==> src/rtl/fir_mac_nch.sv <==
// fir_mac_nch: parametrised multi-channel FIR multiply-accumulate engine
//
// All channels share one coefficient stream. The coefficients come from an
// external ROM that has one cycle of read latency. A sequence starts when
// `sequencing` rises and ends when it falls. Two cycles after the fall the
// engine registers one result per channel and pulses out_vld for one cycle.
//
// Optional build macro:
//   FIR_SAT_EN  when defined, the shifted accumulator saturates to the signed
//               DW range. When undefined, the result is the low DW bits, which
//               wrap in two's complement.
//
// Ports:
//   clk         system clock, rising edge
//   rst         asynchronous active-high reset
//   sequencing  high while the queues stream one sample per cycle
//   smpl_in     packed signed samples, channel k in [k*DW +: DW]
//   coeff_in    signed coefficient, valid one cycle after coeff_addr
//   coeff_addr  coefficient ROM read address
//   smpl_out    registered packed results, held between out_vld pulses
//   out_vld     one-cycle pulse when smpl_out updates
//   busy        high while a sequence is accumulating
//   ovr         sticky tap-overrun flag, cleared at the next sequence start
module fir_mac_nch #(
    parameter int NCH   = 2,
    parameter int DW    = 16,
    parameter int CW    = 16,
    parameter int ACCW  = 40,
    parameter int AW    = 10,
    parameter int NTAPS = 1021,
    parameter int SHIFT = 15
) (
    input  logic              clk,
    input  logic              rst,
    input  logic              sequencing,
    input  logic [NCH*DW-1:0] smpl_in,
    input  logic [CW-1:0]     coeff_in,
    output logic [AW-1:0]     coeff_addr,
    output logic [NCH*DW-1:0] smpl_out,
    output logic              out_vld,
    output logic              busy,
    output logic              ovr
);
    typedef enum logic [1:0] {IDLE, SEQ, DONE} state_t;

    localparam int CNTW = $clog2(NTAPS + 1);
    localparam logic [AW-1:0] LAST_ADDR = AW'(NTAPS - 1);

    state_t                 state, state_nx;
    logic [CNTW-1:0]        mac_cnt;
    logic                   start, at_end, mac_en;
    logic signed [ACCW-1:0] coeff_x;
    logic [NCH*DW-1:0]      result;

    // A start from IDLE, or directly from DONE, only clears the accumulators
    // and requests address 1. The coefficient for address 0 is still in the ROM.
    assign busy    = state == SEQ;
    assign start   = sequencing && state != SEQ;
    assign at_end  = mac_cnt == CNTW'(NTAPS);
    assign mac_en  = busy && sequencing && !at_end;
    assign coeff_x = {{(ACCW-CW){coeff_in[CW-1]}}, coeff_in};

    always_ff @(posedge clk or posedge rst)
        if (rst) state <= IDLE;
        else     state <= state_nx;

    always_comb begin
        state_nx = (busy && !sequencing) ? DONE : sequencing ? SEQ : IDLE;
    end

    always_ff @(posedge clk or posedge rst) begin
        if (rst) begin
            coeff_addr <= '0;
            mac_cnt    <= '0;
            ovr        <= 1'b0;
            out_vld    <= 1'b0;
            smpl_out   <= '0;
        end else begin
            out_vld <= state == DONE;
            if (state == DONE) smpl_out <= result;
            mac_cnt <= start ? '0 : mac_en ? mac_cnt + CNTW'(1) : mac_cnt;
            ovr     <= !start && (ovr || (busy && sequencing && at_end));
            // The address stops at the last tap. The final coefficient is then
            // still on coeff_in when the last MAC uses it.
            if (start)
                coeff_addr <= AW'(1);
            else if (busy && !sequencing)
                coeff_addr <= '0;
            else if (mac_en && coeff_addr < LAST_ADDR)
                coeff_addr <= coeff_addr + AW'(1);
        end
    end

    for (genvar k = 0; k < NCH; k++) begin : g_ch
        logic signed [ACCW-1:0] acc, smpl_x, prod;
        assign smpl_x = {{(ACCW-DW){smpl_in[k*DW+DW-1]}}, smpl_in[k*DW +: DW]};
        assign prod   = coeff_x * smpl_x;

        always_ff @(posedge clk or posedge rst)
            if (rst)         acc <= '0;
            else if (start)  acc <= '0;
            else if (mac_en) acc <= acc + prod;

`ifdef FIR_SAT_EN
        logic signed [ACCW-1:0] shd;
        logic [ACCW-DW:0]       hi;
        assign shd = acc >>> SHIFT;
        // The value fits in DW bits only when every bit from DW-1 upward matches the sign bit.
        assign hi  = shd[ACCW-1:DW-1];
        assign result[k*DW +: DW] =
            (!hi[ACCW-DW] && |hi)   ? {1'b0, {(DW-1){1'b1}}} :
            (hi[ACCW-DW] && !(&hi)) ? {1'b1, {(DW-1){1'b0}}} :
                                      shd[DW-1:0];
`else
        assign result[k*DW +: DW] = DW'(acc >>> SHIFT);
`endif
    end
endmodule

==> config.mk <==
export PLATFORM = sky130hd
export DESIGN_NAME = fir_mac_nch
export DESIGN_NICKNAME = d
export VERILOG_FILES = /design/src/rtl/fir_mac_nch.sv
export SDC_FILE = /design/constraint.sdc
export NUM_CORES = 2
export LEC_CHECK = 0
export BUFFER_PORTS_ARGS = -buffer_cell sky130_fd_sc_hd__buf_2
export CORE_UTILIZATION = 44
export CTS_BUF_LIST = sky130_fd_sc_hd__clkbuf_2 sky130_fd_sc_hd__clkbuf_4 sky130_fd_sc_hd__clkbuf_8
export DETAILED_ROUTE_END_ITERATION = 10
export GPL_TIMING_DRIVEN = 0
export SETUP_SLACK_MARGIN = 0.2
export SYNTH_ARGS = -nofsm -noshare
export SYNTH_HDL_FRONTEND = slang
export SYNTH_SLANG_ARGS = --single-unit
==> constraint.sdc <==
create_clock -name clk -period 12.53 [get_ports clk]
set_clock_uncertainty 0.15 [all_clocks]
set_input_delay 1.8795 -clock clk [delete_from_list [all_inputs] [get_ports clk]]
set_output_delay 1.8795 -clock clk [all_outputs]
set_load 0.01 [all_outputs]
==> metrics.log <==
[metrics] number of H-tree levels: 4
[metrics] number of library cell types mapped by synthesis: 56
[metrics] average instance area after synthesis: between 9 and 10 um2
[metrics] category of the worst setup path launch point: input port
[metrics] fraction of final layout cells with drive strength greater than 1: just over 6%
[metrics] total track usage: ~26%
[metrics] Synth warnings: 0
[metrics] clock-pin slew on the worst setup and hold paths: 0.08 ns
[metrics] cell count after synthesis: 2777
[metrics] Rel. slew slack: between 10% and 20%
[metrics] Worst Path Arrival: roughly 10 ns
[metrics] area of the mapped netlist: 26000 um2
[metrics] Final Setup Violations: 0
[metrics] post-route clock period utilization: about three quarters
[metrics] share of synthesized registers carrying an async set or reset: 100%
[metrics] Min-Delay Path Depth: 1
[metrics] count of buffers from port buffering: 94
[metrics] starting utilization of the core area: around 45%
[metrics] Final Wtd Congestion: 0.932
[metrics] maximum number of pins on one net before global-route repair: between 70 and 80
[metrics] total grt overflow: 0
[metrics] Layout Nets: roughly 3700
[metrics] worst hold slack: about 0.36 ns
[metrics] area grow syn2layout: 7.01%
[metrics] DR DRC count: 0
[metrics] most frequent standard cell in the layout excluding fill and tap cells: sky130_fd_sc_hd__inv_1
[metrics] final number of hold-violating endpoints: 0
[metrics] area of the die: between 50000 and 60000 um2
[metrics] average wire per standard cell: around 19 um
[metrics] Setup TNS: 0 ns
[metrics] Max-cap violations: 0
[metrics] chip height: roughly 240 um
[metrics] Via Count: 18980
[metrics] Detail Placement HPWL: around 59 mm
[metrics] Clock Path Buffers: 2
[metrics] kind of end point of the critical path: register
[metrics] Data required, critical path: ~13 ns
[metrics] minimum setup slack in the final design: around 3.0 ns
[metrics] worst-case setup slack after placement: 2.47 ns
[metrics] number of global-route vias before repair: roughly 20000
[metrics] total CTS buffers: 17
[metrics] number of vias per cell: 5.17
[metrics] number of setup buffers added after CTS: 0
[metrics] most used flip-flop cell after synthesis: sky130_fd_sc_hd__dfrtp_1
[metrics] slew at the pin with the worst max-slew slack: 1.31 ns
[metrics] DRT Pass-1 Iters: 5
[metrics] width of the die: between 200 and 250 um
[metrics] quantity of gates resized following cts: 0
[metrics] total nets after synthesis: around 3600
[metrics] result of the run: completed
[metrics] achievable frequency: 105 MHz
[metrics] global-route wire length before repair: 114 mm
[metrics] CTS Hold Buffers Added: 0
[metrics] setup repair after global routing missed its margin: false
[metrics] top library cells by usage in the layout, fill and taps aside: sky130_fd_sc_hd__inv_1 (660), sky130_fd_sc_hd__fa_1 (570), sky130_fd_sc_hd__nand2_1 (374)
[metrics] count of clock tree sinks: approximately 120
[metrics] sequential share of the synthesized area: 11.4%
[metrics] top fanout value on the critical path: 11
[metrics] number of top-level design ports: between 90 and 100
[metrics] #FFs+latches synth: ~120
[metrics] area used by sequential logic in the layout: 2950 um2
[metrics] insertion delay of the later-clocked pin in the worst-skew pair: 0.55 ns
[metrics] count of standard-cell rows: 88
[metrics] filler cell count in the final layout: 5641
[metrics] number of synthesized flops with an enable pin: 0
[metrics] combined area of the multi-input logic cells: about 20000 um2
[metrics] cell depth of the worst flop-to-flop path: 19
[metrics] Setup CP Type: input port to register
[metrics] number of antenna violations at the first check in global routing: 5
[metrics] DRC marker count from the first detailed-route iteration: about 1400
[metrics] CTS tree: built
[metrics] Hold/Removal Path Class: register to register
[metrics] clock root buffer: sky130_fd_sc_hd__clkbuf_8
[metrics] shortest period the worst path allows: 9.56 ns
[metrics] Pins Over Slew Limit: 0
[metrics] number of antenna-violating nets in the routed design: 0
[metrics] total detailed-routing wirelength: between 70 and 80 mm
[metrics] area of the core region: 58000 um2
[cell type report]
| type | count | area share, % |
|---|---|---|
| Sequential cell | 118 | 10.6 |
| Multi-Input combinational cell | 1886 | 72.4 |
| Buffer | 112 | 1.53 |
| Timing Repair Buffer | 95 | 1.79 |
| Tap cell | 765 | 3.45 |
| Clock buffer | 19 | 0.919 |
| Antenna cell | 3 | 0.0270 |
| Clock inverter | 13 | 0.347 |
| Inverter | 661 | 8.95 |
[per-layer routing]
layer	wire (um)	track usage [%]
met5	0	0
met4	2140	8.47
met3	4930	4.32
met2	33600	41.2
met1	30400	35.2
[sequential cells by signal, indices dropped and copies added, names as in the netlist]
signal	count
out_vld	1
smpl_out	32
coeff_addr	10
state	2
ovr	1
g_ch.acc	62
mac_cnt	10
[synthesized netlist by cell type, types with 9 or more instances]
master                     count  area share (%)
sky130_fd_sc_hd__inv_1       661             9.6
sky130_fd_sc_hd__fa_1        570              44
sky130_fd_sc_hd__nand2_1     374             5.4
sky130_fd_sc_hd__and2_1      237             5.7
sky130_fd_sc_hd__ha_1        196             9.4
sky130_fd_sc_hd__dfrtp_1     118              11
sky130_fd_sc_hd__clkbuf_1    108             1.6
sky130_fd_sc_hd__a21oi_1      97             1.9
sky130_fd_sc_hd__nor2_1       71             1.0
sky130_fd_sc_hd__xnor2_1      59             2.0
sky130_fd_sc_hd__o21ai_0      49            0.94
sky130_fd_sc_hd__mux2_2       33             1.4
sky130_fd_sc_hd__xor2_1       25            0.84
sky130_fd_sc_hd__nand2b_1     17            0.41
sky130_fd_sc_hd__nand3_1      17            0.33
sky130_fd_sc_hd__a211oi_1     16            0.46
sky130_fd_sc_hd__a21o_1       15            0.43
sky130_fd_sc_hd__and3_1       11            0.27
sky130_fd_sc_hd__nand4_1      11            0.27
sky130_fd_sc_hd__nor3_1       10            0.19
sky130_fd_sc_hd__a31oi_1       9            0.22
[logic make-up (layout without fill, tap and decap cells)]
kind of cell	Yosys count	in the layout	share of synthesized area (%)
AND/OR/NAND/NOR	772	772	14.2
XOR/XNOR	84	84	2.83
adder cells (fa/ha/maj)	766	766	53.4
other	0	3	0
multiplexers	35	35	1.51
AO/OA/AOI/OAI	229	229	5.45
buffers and inverters	773	900	11.2
flip-flops	118	118	11.4
[stage by stage]
step,instance area (um2),instances,util (%)
after floorplan,26000,2777,-
after CTS,27800,3669,47.9
after detailed placement,27400,3637,47.3
after global routing,27800,3669,47.9
final,27800,3672,47.9
after global placement,27400,3636,47.2
[worst max-delay path: stages]
cell                       delay (ns)
sky130_fd_sc_hd__clkbuf_1        0.48
sky130_fd_sc_hd__clkbuf_1        0.57
sky130_fd_sc_hd__clkbuf_1        0.64
sky130_fd_sc_hd__nand2_1         0.26
sky130_fd_sc_hd__inv_1           0.15
sky130_fd_sc_hd__fa_1            0.53
sky130_fd_sc_hd__fa_1            0.53
sky130_fd_sc_hd__inv_1           0.05
sky130_fd_sc_hd__fa_1            0.50
sky130_fd_sc_hd__inv_1           0.05
sky130_fd_sc_hd__fa_1            0.50
sky130_fd_sc_hd__fa_1            0.50
sky130_fd_sc_hd__inv_1           0.05
sky130_fd_sc_hd__fa_1            0.48
sky130_fd_sc_hd__inv_1           0.04
sky130_fd_sc_hd__ha_1            0.25
sky130_fd_sc_hd__clkbuf_1        0.20
sky130_fd_sc_hd__a21oi_1         0.16
sky130_fd_sc_hd__o21ai_0         0.11
sky130_fd_sc_hd__o21ai_0         0.37
sky130_fd_sc_hd__o311ai_0        0.39
sky130_fd_sc_hd__a31oi_1         0.37
sky130_fd_sc_hd__o21bai_1        0.14
sky130_fd_sc_hd__a31oi_1         0.25
sky130_fd_sc_hd__mux2_2          0.36
[final timing paths]
kind | from | to | slack [ns]
setup / recovery | coeff_in[15] | g_ch[1].acc[29] | 2.97
hold / removal | smpl_out[19] | smpl_out[19] | 0.36
setup reg to reg | g_ch[0].acc[15] | g_ch[0].acc[30] | 6.19
hold reg to reg | smpl_out[19] | smpl_out[19] | 0.36
max in group asynchronous | rst | smpl_out[19] | 10.23
min in group asynchronous | rst | out_vld | 1.22
Power is left out: the tool's default activity adds up to more than one toggle a clock period on the data nets, which glitch-free logic cannot reach.
